--- config.mk ---
export PLATFORM = sky130hd
export DESIGN_NAME = q_channel_controller
export DESIGN_NICKNAME = d
export VERILOG_FILES = /design/src/rtl/q_channel_controller.sv
export SDC_FILE = /design/constraint.sdc
export NUM_CORES = 1
export LEC_CHECK = 0
export CORE_AREA = 2 2 39 41
export CTS_CLUSTER_DIAMETER = 50
export DETAILED_ROUTE_END_ITERATION = 8
export DIE_AREA = 0 0 41 43
export GPL_ROUTABILITY_DRIVEN = 0
export PLACE_DENSITY = 0.77
export SETUP_SLACK_MARGIN = 0.15
export SYNTH_ARGS = -nofsm -noshare
export SYNTH_HDL_FRONTEND = slang
export SYNTH_SLANG_ARGS = --single-unit
--- constraint.sdc ---
create_clock -name clk -period 3 [get_ports clk]
set_input_delay 0.45 -clock clk [delete_from_list [all_inputs] [get_ports clk]]
set_output_delay 0.45 -clock clk [all_outputs]
set_load 0.005 [all_outputs]
--- src/rtl/q_channel_controller.sv ---
`timescale 1ns/1ps
// q_channel_controller: controller end of a Q-channel low-power handshake.
// Latency: request issued on the edge sampling the IDLE_CYCLES-th idle cycle; exit registered one edge after wake qualifies.
// Backpressure: the device paces the handshake through qacceptn_i (and qdeny_i when built with QCH_DENY_EN).
//
// Ports:
//   clk, reset        clock; asynchronous active-high reset
//   en_i              auto power management enable
//   qactive_i         device activity indication
//   qacceptn_i        device accept (active-low)
//   qdeny_i           device deny (only when QCH_DENY_EN is defined)
//   qreqn_o           quiescence request (active-low, registered)
//   stopped_o         high while STOPPED, drives clock/power gating (registered)
//   state_o           registered state: RUN=0 REQUEST=1 STOPPED=2 EXIT=3 (DENIED=4)
//   proto_err_o       sticky protocol-violation flag
//
// Optional feature macro: QCH_DENY_EN adds the qdeny_i input, the DENIED state
// and widens state_o to 3 bits.
module q_channel_controller #(
  parameter int IDLE_CYCLES     = 8,
  parameter int MIN_STOP_CYCLES = 4
) (
  input  logic       clk,
  input  logic       reset,
  input  logic       en_i,
  input  logic       qactive_i,
  input  logic       qacceptn_i,
`ifdef QCH_DENY_EN
  input  logic       qdeny_i,
`endif
  output logic       qreqn_o,
  output logic       stopped_o,
`ifdef QCH_DENY_EN
  output logic [2:0] state_o,
`else
  output logic [1:0] state_o,
`endif
  output logic       proto_err_o
);

`ifdef QCH_DENY_EN
  localparam int SW = 3;
`else
  localparam int SW = 2;
`endif

  localparam int IW  = $clog2(IDLE_CYCLES + 1);
  localparam int SCW = $clog2(MIN_STOP_CYCLES + 1);

  // Counter value on the edge that samples the last required idle cycle.
  localparam logic [IW-1:0]  IDLE_LAST = IW'(IDLE_CYCLES - 1);
  // Stop counter value from which a wake request may be honoured.
  localparam logic [SCW-1:0] STOP_LAST = SCW'(MIN_STOP_CYCLES - 1);
  localparam logic [SCW-1:0] STOP_MAX  = SCW'(MIN_STOP_CYCLES);

  typedef enum logic [SW-1:0] {
    ST_RUN     = SW'(0),
    ST_REQUEST = SW'(1),
    ST_STOPPED = SW'(2),
    ST_EXIT    = SW'(3)
`ifdef QCH_DENY_EN
    ,
    ST_DENIED  = SW'(4)
`endif
  } state_t;

  state_t         r_state;
  logic           r_qreqn;
  logic           r_stopped;
  logic           r_err;
  logic [IW-1:0]  r_idle_cnt;
  logic [SCW-1:0] r_stop_cnt;

  logic w_idle;
  logic w_wake;
  logic w_min_done;

  // Idle only counts when management is enabled, the device is quiet and
  // the accept line is in its RUN-state value.
  assign w_idle     = en_i & ~qactive_i & qacceptn_i;
  // Either device activity or software disabling management wakes the channel.
  assign w_wake     = qactive_i | ~en_i;
  assign w_min_done = (r_stop_cnt >= STOP_LAST);

  always_ff @(posedge clk or posedge reset) begin
    if (reset) begin
      r_state    <= ST_RUN;
      r_qreqn    <= 1'b1;
      r_stopped  <= 1'b0;
      r_err      <= 1'b0;
      r_idle_cnt <= '0;
      r_stop_cnt <= '0;
    end else begin
      // Both counters are only live in their own state; everywhere else
      // they sit at zero so each state entry starts from a clean count.
      r_idle_cnt <= '0;
      r_stop_cnt <= '0;

      case (r_state)
        ST_RUN: begin
          r_qreqn   <= 1'b1;
          r_stopped <= 1'b0;
          if (!qacceptn_i) begin
            r_err <= 1'b1;
          end
`ifdef QCH_DENY_EN
          if (qdeny_i) begin
            r_err <= 1'b1;
          end
`endif
          if (w_idle) begin
            if (r_idle_cnt == IDLE_LAST) begin
              r_state <= ST_REQUEST;
              r_qreqn <= 1'b0;
            end else begin
              r_idle_cnt <= r_idle_cnt + 1'b1;
            end
          end
        end

        ST_REQUEST: begin
          // A request is never withdrawn by activity or enable; only the
          // device's accept (or deny) resolves it.
          r_qreqn <= 1'b0;
          if (!qacceptn_i) begin
            r_state   <= ST_STOPPED;
            r_stopped <= 1'b1;
`ifdef QCH_DENY_EN
            // Accept and deny together is illegal; accept wins.
            if (qdeny_i) begin
              r_err <= 1'b1;
            end
`endif
          end
`ifdef QCH_DENY_EN
          else if (qdeny_i) begin
            r_state <= ST_DENIED;
            r_qreqn <= 1'b1;
          end
`endif
        end

        ST_STOPPED: begin
          if (qacceptn_i) begin
            r_err <= 1'b1;
          end
          // A wake seen early is simply re-evaluated each cycle, so it is
          // honoured once the minimum residency expires if still present.
          if (w_wake && w_min_done) begin
            r_state   <= ST_EXIT;
            r_qreqn   <= 1'b1;
            r_stopped <= 1'b0;
          end else if (r_stop_cnt != STOP_MAX) begin
            r_stop_cnt <= r_stop_cnt + 1'b1;
          end else begin
            r_stop_cnt <= r_stop_cnt;
          end
        end

        ST_EXIT: begin
          r_qreqn   <= 1'b1;
          r_stopped <= 1'b0;
          if (qacceptn_i) begin
            r_state <= ST_RUN;
          end
        end

`ifdef QCH_DENY_EN
        ST_DENIED: begin
          r_qreqn   <= 1'b1;
          r_stopped <= 1'b0;
          if (!qdeny_i) begin
            r_state <= ST_RUN;
          end
        end
`endif

        default: begin
          r_state   <= ST_RUN;
          r_qreqn   <= 1'b1;
          r_stopped <= 1'b0;
        end
      endcase
    end
  end

  assign qreqn_o     = r_qreqn;
  assign stopped_o   = r_stopped;
  assign state_o     = r_state;
  assign proto_err_o = r_err;

endmodule

==> flow_metrics.env <==
export IMPL_status="finished, final reports clean"
export IMPL_drive_above_1_share_pct=12.5
export IMPL_grt_usage_pct=18.1
export IMPL_cts_sinks=12
export IMPL_period_share_pct=61.1
export IMPL_worst_setup_path_type="reg2reg"
export IMPL_syn_cell_area_um2=699
export IMPL_gr_total_overflow=0
export IMPL_min_period_ns=1.83
export IMPL_ys_types=23
export IMPL_core_mm2=0.00138
export IMPL_io_pins=10
export IMPL_start_kind="flip-flop"
export IMPL_reg2reg_depth=6
export IMPL_p_leak_nw=0.396
export IMPL_syn_area_per_cell_um2=10.4
export IMPL_cellPowerDensity_mw_per_mm2=815
export IMPL_ys_warn_count=0
export IMPL_min_path_type="in2async"
export IMPL_synth_nets=82
export IMPL_worstSetupEndpointType="flip-flop"
export IMPL_areaGrowthSynthToFinish_pct=20.9
export IMPL_rows=14
export IMPL_vias=495
export IMPL_vias_per_cell=5.16
export IMPL_ys_seq_area_share_pct=43.1
export IMPL_antenna_left=0
export IMPL_fp_dieH_um=43
export IMPL_wl_per_cell_um=12.3
export IMPL_clkTransAtPathRegs_ns=0.08
export IMPL_tightest_slew_ns=0.451
export IMPL_port_buffers=9
export IMPL_cts_repair_resized=0
export IMPL_cts_setup_buffers=0
export IMPL_firstDrtPassIters=4
export IMPL_cts_buffer_depth=2
export IMPL_setup_viol=0
export IMPL_whs_ns=0.471
export IMPL_arrival_ns=2.00
export IMPL_wl_um=1180
export IMPL_skew_ns=0.000760
export IMPL_die_w_um=41
export IMPL_antenna_found_initial=0
export IMPL_nFillCells=117
export IMPL_hold_buffers=0
export IMPL_drt_initial_drc_count=11
export IMPL_worst_endpoint_required_ns=3.17
export IMPL_start_util_pct=50.5
export IMPL_grt_pass1_vias=524
export IMPL_num_nets_final=96
export IMPL_clock_latency_ns=0.28
export IMPL_h_tree_depth=1
export IMPL_fmax_ghz=0.546
export IMPL_syn_inst=67
export IMPL_hold_violations=0
export IMPL_grt_pass1_wl_um=2100
export IMPL_die_area_mm2=0.00176
export IMPL_rsz0062_at_grt="false"
export IMPL_critPathMaxFanout=8
export IMPL_grt_max_degree=13
export IMPL_slew_headroom_pct=69.9
export IMPL_cap_violations=0
export IMPL_clockRootBuffer="clkbuf_4"
export IMPL_fin_setup_tns_ns=0
export IMPL_synth_seq_cells=12
export IMPL_cts_tree="done"
export IMPL_drc=0
export IMPL_peakVddDrop_mv=0.502
export IMPL_numCtsBuffers=3
export IMPL_antenna_cells=0
export IMPL_hpwl_um=925
export IMPL_final_max_slew_violation_count=0
[routing by layer]
metal  wire length (µm)  share of wire, %  global-route usage (%)
met5                  0                 0                       0
met4                 38               3.2                    10.0
met3                 41               3.5                    4.71
met1                531                45                    22.4
met2                573                48                    27.2
[logic make-up (layout without fill, tap and decap cells)]
logic type	after synthesis	in the layout	synth area share, %
AO/OA/AOI/OAI	11	11	10.9
XOR/XNOR	2	2	2.50
adder cells (fa/ha/maj)	10	10	17.9
buffers and inverters	8	21	4.29
flip-flops	12	12	43.1
multiplexers	3	3	5.19
AND/OR/NAND/NOR	21	21	16.1
[Yosys cell counts]
| master | n | area, µm² |
|---|---|---|
| nor3b_1 | 2 | 15.0 |
| nor2b_1 | 1 | 6.26 |
| nand3_1 | 3 | 15.0 |
| and3_1 | 1 | 6.26 |
| inv_1 | 8 | 30.0 |
| a21oi_1 | 4 | 20.0 |
| a211oi_2 | 1 | 12.5 |
| mux2_2 | 1 | 11.3 |
| ha_1 | 10 | 125 |
| mux2_4 | 1 | 15.0 |
| xnor2_1 | 2 | 17.5 |
| nor3_1 | 2 | 10.0 |
| and3b_1 | 2 | 17.5 |
| mux2i_1 | 1 | 10.0 |
| dfstp_2 | 1 | 26.3 |
| o21ai_2 | 1 | 8.76 |
| nand4_1 | 1 | 6.26 |
| nor2_1 | 6 | 22.5 |
| o21ai_0 | 4 | 20.0 |
| a221oi_2 | 1 | 15.0 |
| dfrtp_1 | 11 | 275 |
| or3_1 | 1 | 6.26 |
| nand2_1 | 2 | 7.51 |
[path summary, 6_finish.rpt]
check                                         from                      end  slack (ns)
max                         state_o[0]$_DFFE_PP0P_   state_o[1]$_DFFE_PP0P_        1.17
min in group clk           r_idle_cnt[0]$_DFF_PP0_  r_idle_cnt[0]$_DFF_PP0_        0.47
min reg2reg                r_idle_cnt[0]$_DFF_PP0_  r_idle_cnt[0]$_DFF_PP0_        0.47
min                                          reset  r_idle_cnt[0]$_DFF_PP0_        0.47
max reg2reg                 state_o[0]$_DFFE_PP0P_   state_o[1]$_DFFE_PP0P_        1.17
max in group asynchronous                    reset      qreqn_o$_DFFE_PP1P_        2.19
[layout make-up]
cell class / instances / area [µm²] / share of cell area [%]
timing repair buffer: 9 / 90.1 / 10.7
inverter: 8 / 30.0 / 3.55
clock buffer: 4 / 36.3 / 4.29
multi-input combinational: 47 / 368 / 43.5
tap: 16 / 20.0 / 2.37
sequential: 12 / 302 / 35.7
[power by group]
part           leakage [nW]  total (mW)  internal, mW  switching [mW]
sequential            0.152       0.244         0.206          0.0379
clock                0.0210       0.132        0.0739          0.0582
combinational         0.223       0.314         0.168           0.145
[cells in the final DEF (no fill, tap or decap), types with 2 or more instances in the layout]
master,n
xnor2_1,2
clkbuf_4,3
nor2_1,6
a21oi_1,4
nand2_1,2
o21ai_0,4
ha_1,10
clkdlybuf4s50_1,9
dfrtp_1,11
and3b_1,2
nand3_1,3
nor3b_1,2
nor3_1,2
inv_1,8
[critical path: stages, from the launching register on]
cell      delay, ns
dfrtp_1        0.42
inv_1          0.11
ha_1           0.30
and3b_1        0.22
a221oi_2       0.23
o21ai_2        0.13
mux2_4         0.31
[flip-flops by register name, indices dropped and copies added, names as in the netlist]
| name | count |
|---|---|
| r_stop_cnt | 3 |
| proto_err_o | 1 |
| state_o | 2 |
| qreqn_o | 1 |
| stopped_o | 1 |
| r_idle_cnt | 4 |
[through the flow]
stage          cell area, µm²  std cells  power, mW  util, %  setup WS [ns]
3_5_place_dp              810         92      0.564     58.5           1.04
4_1_cts                   846         96      0.696     61.1           1.15
6_report                  846         96      0.690     61.1           1.17
5_1_grt                   846         96      0.747     61.1           1.07
2_1_floorplan             699         67      0.458        -           1.28
3_3_place_gp              810         92      0.555     58.5           1.06
(Power assumes the default switching activity.)
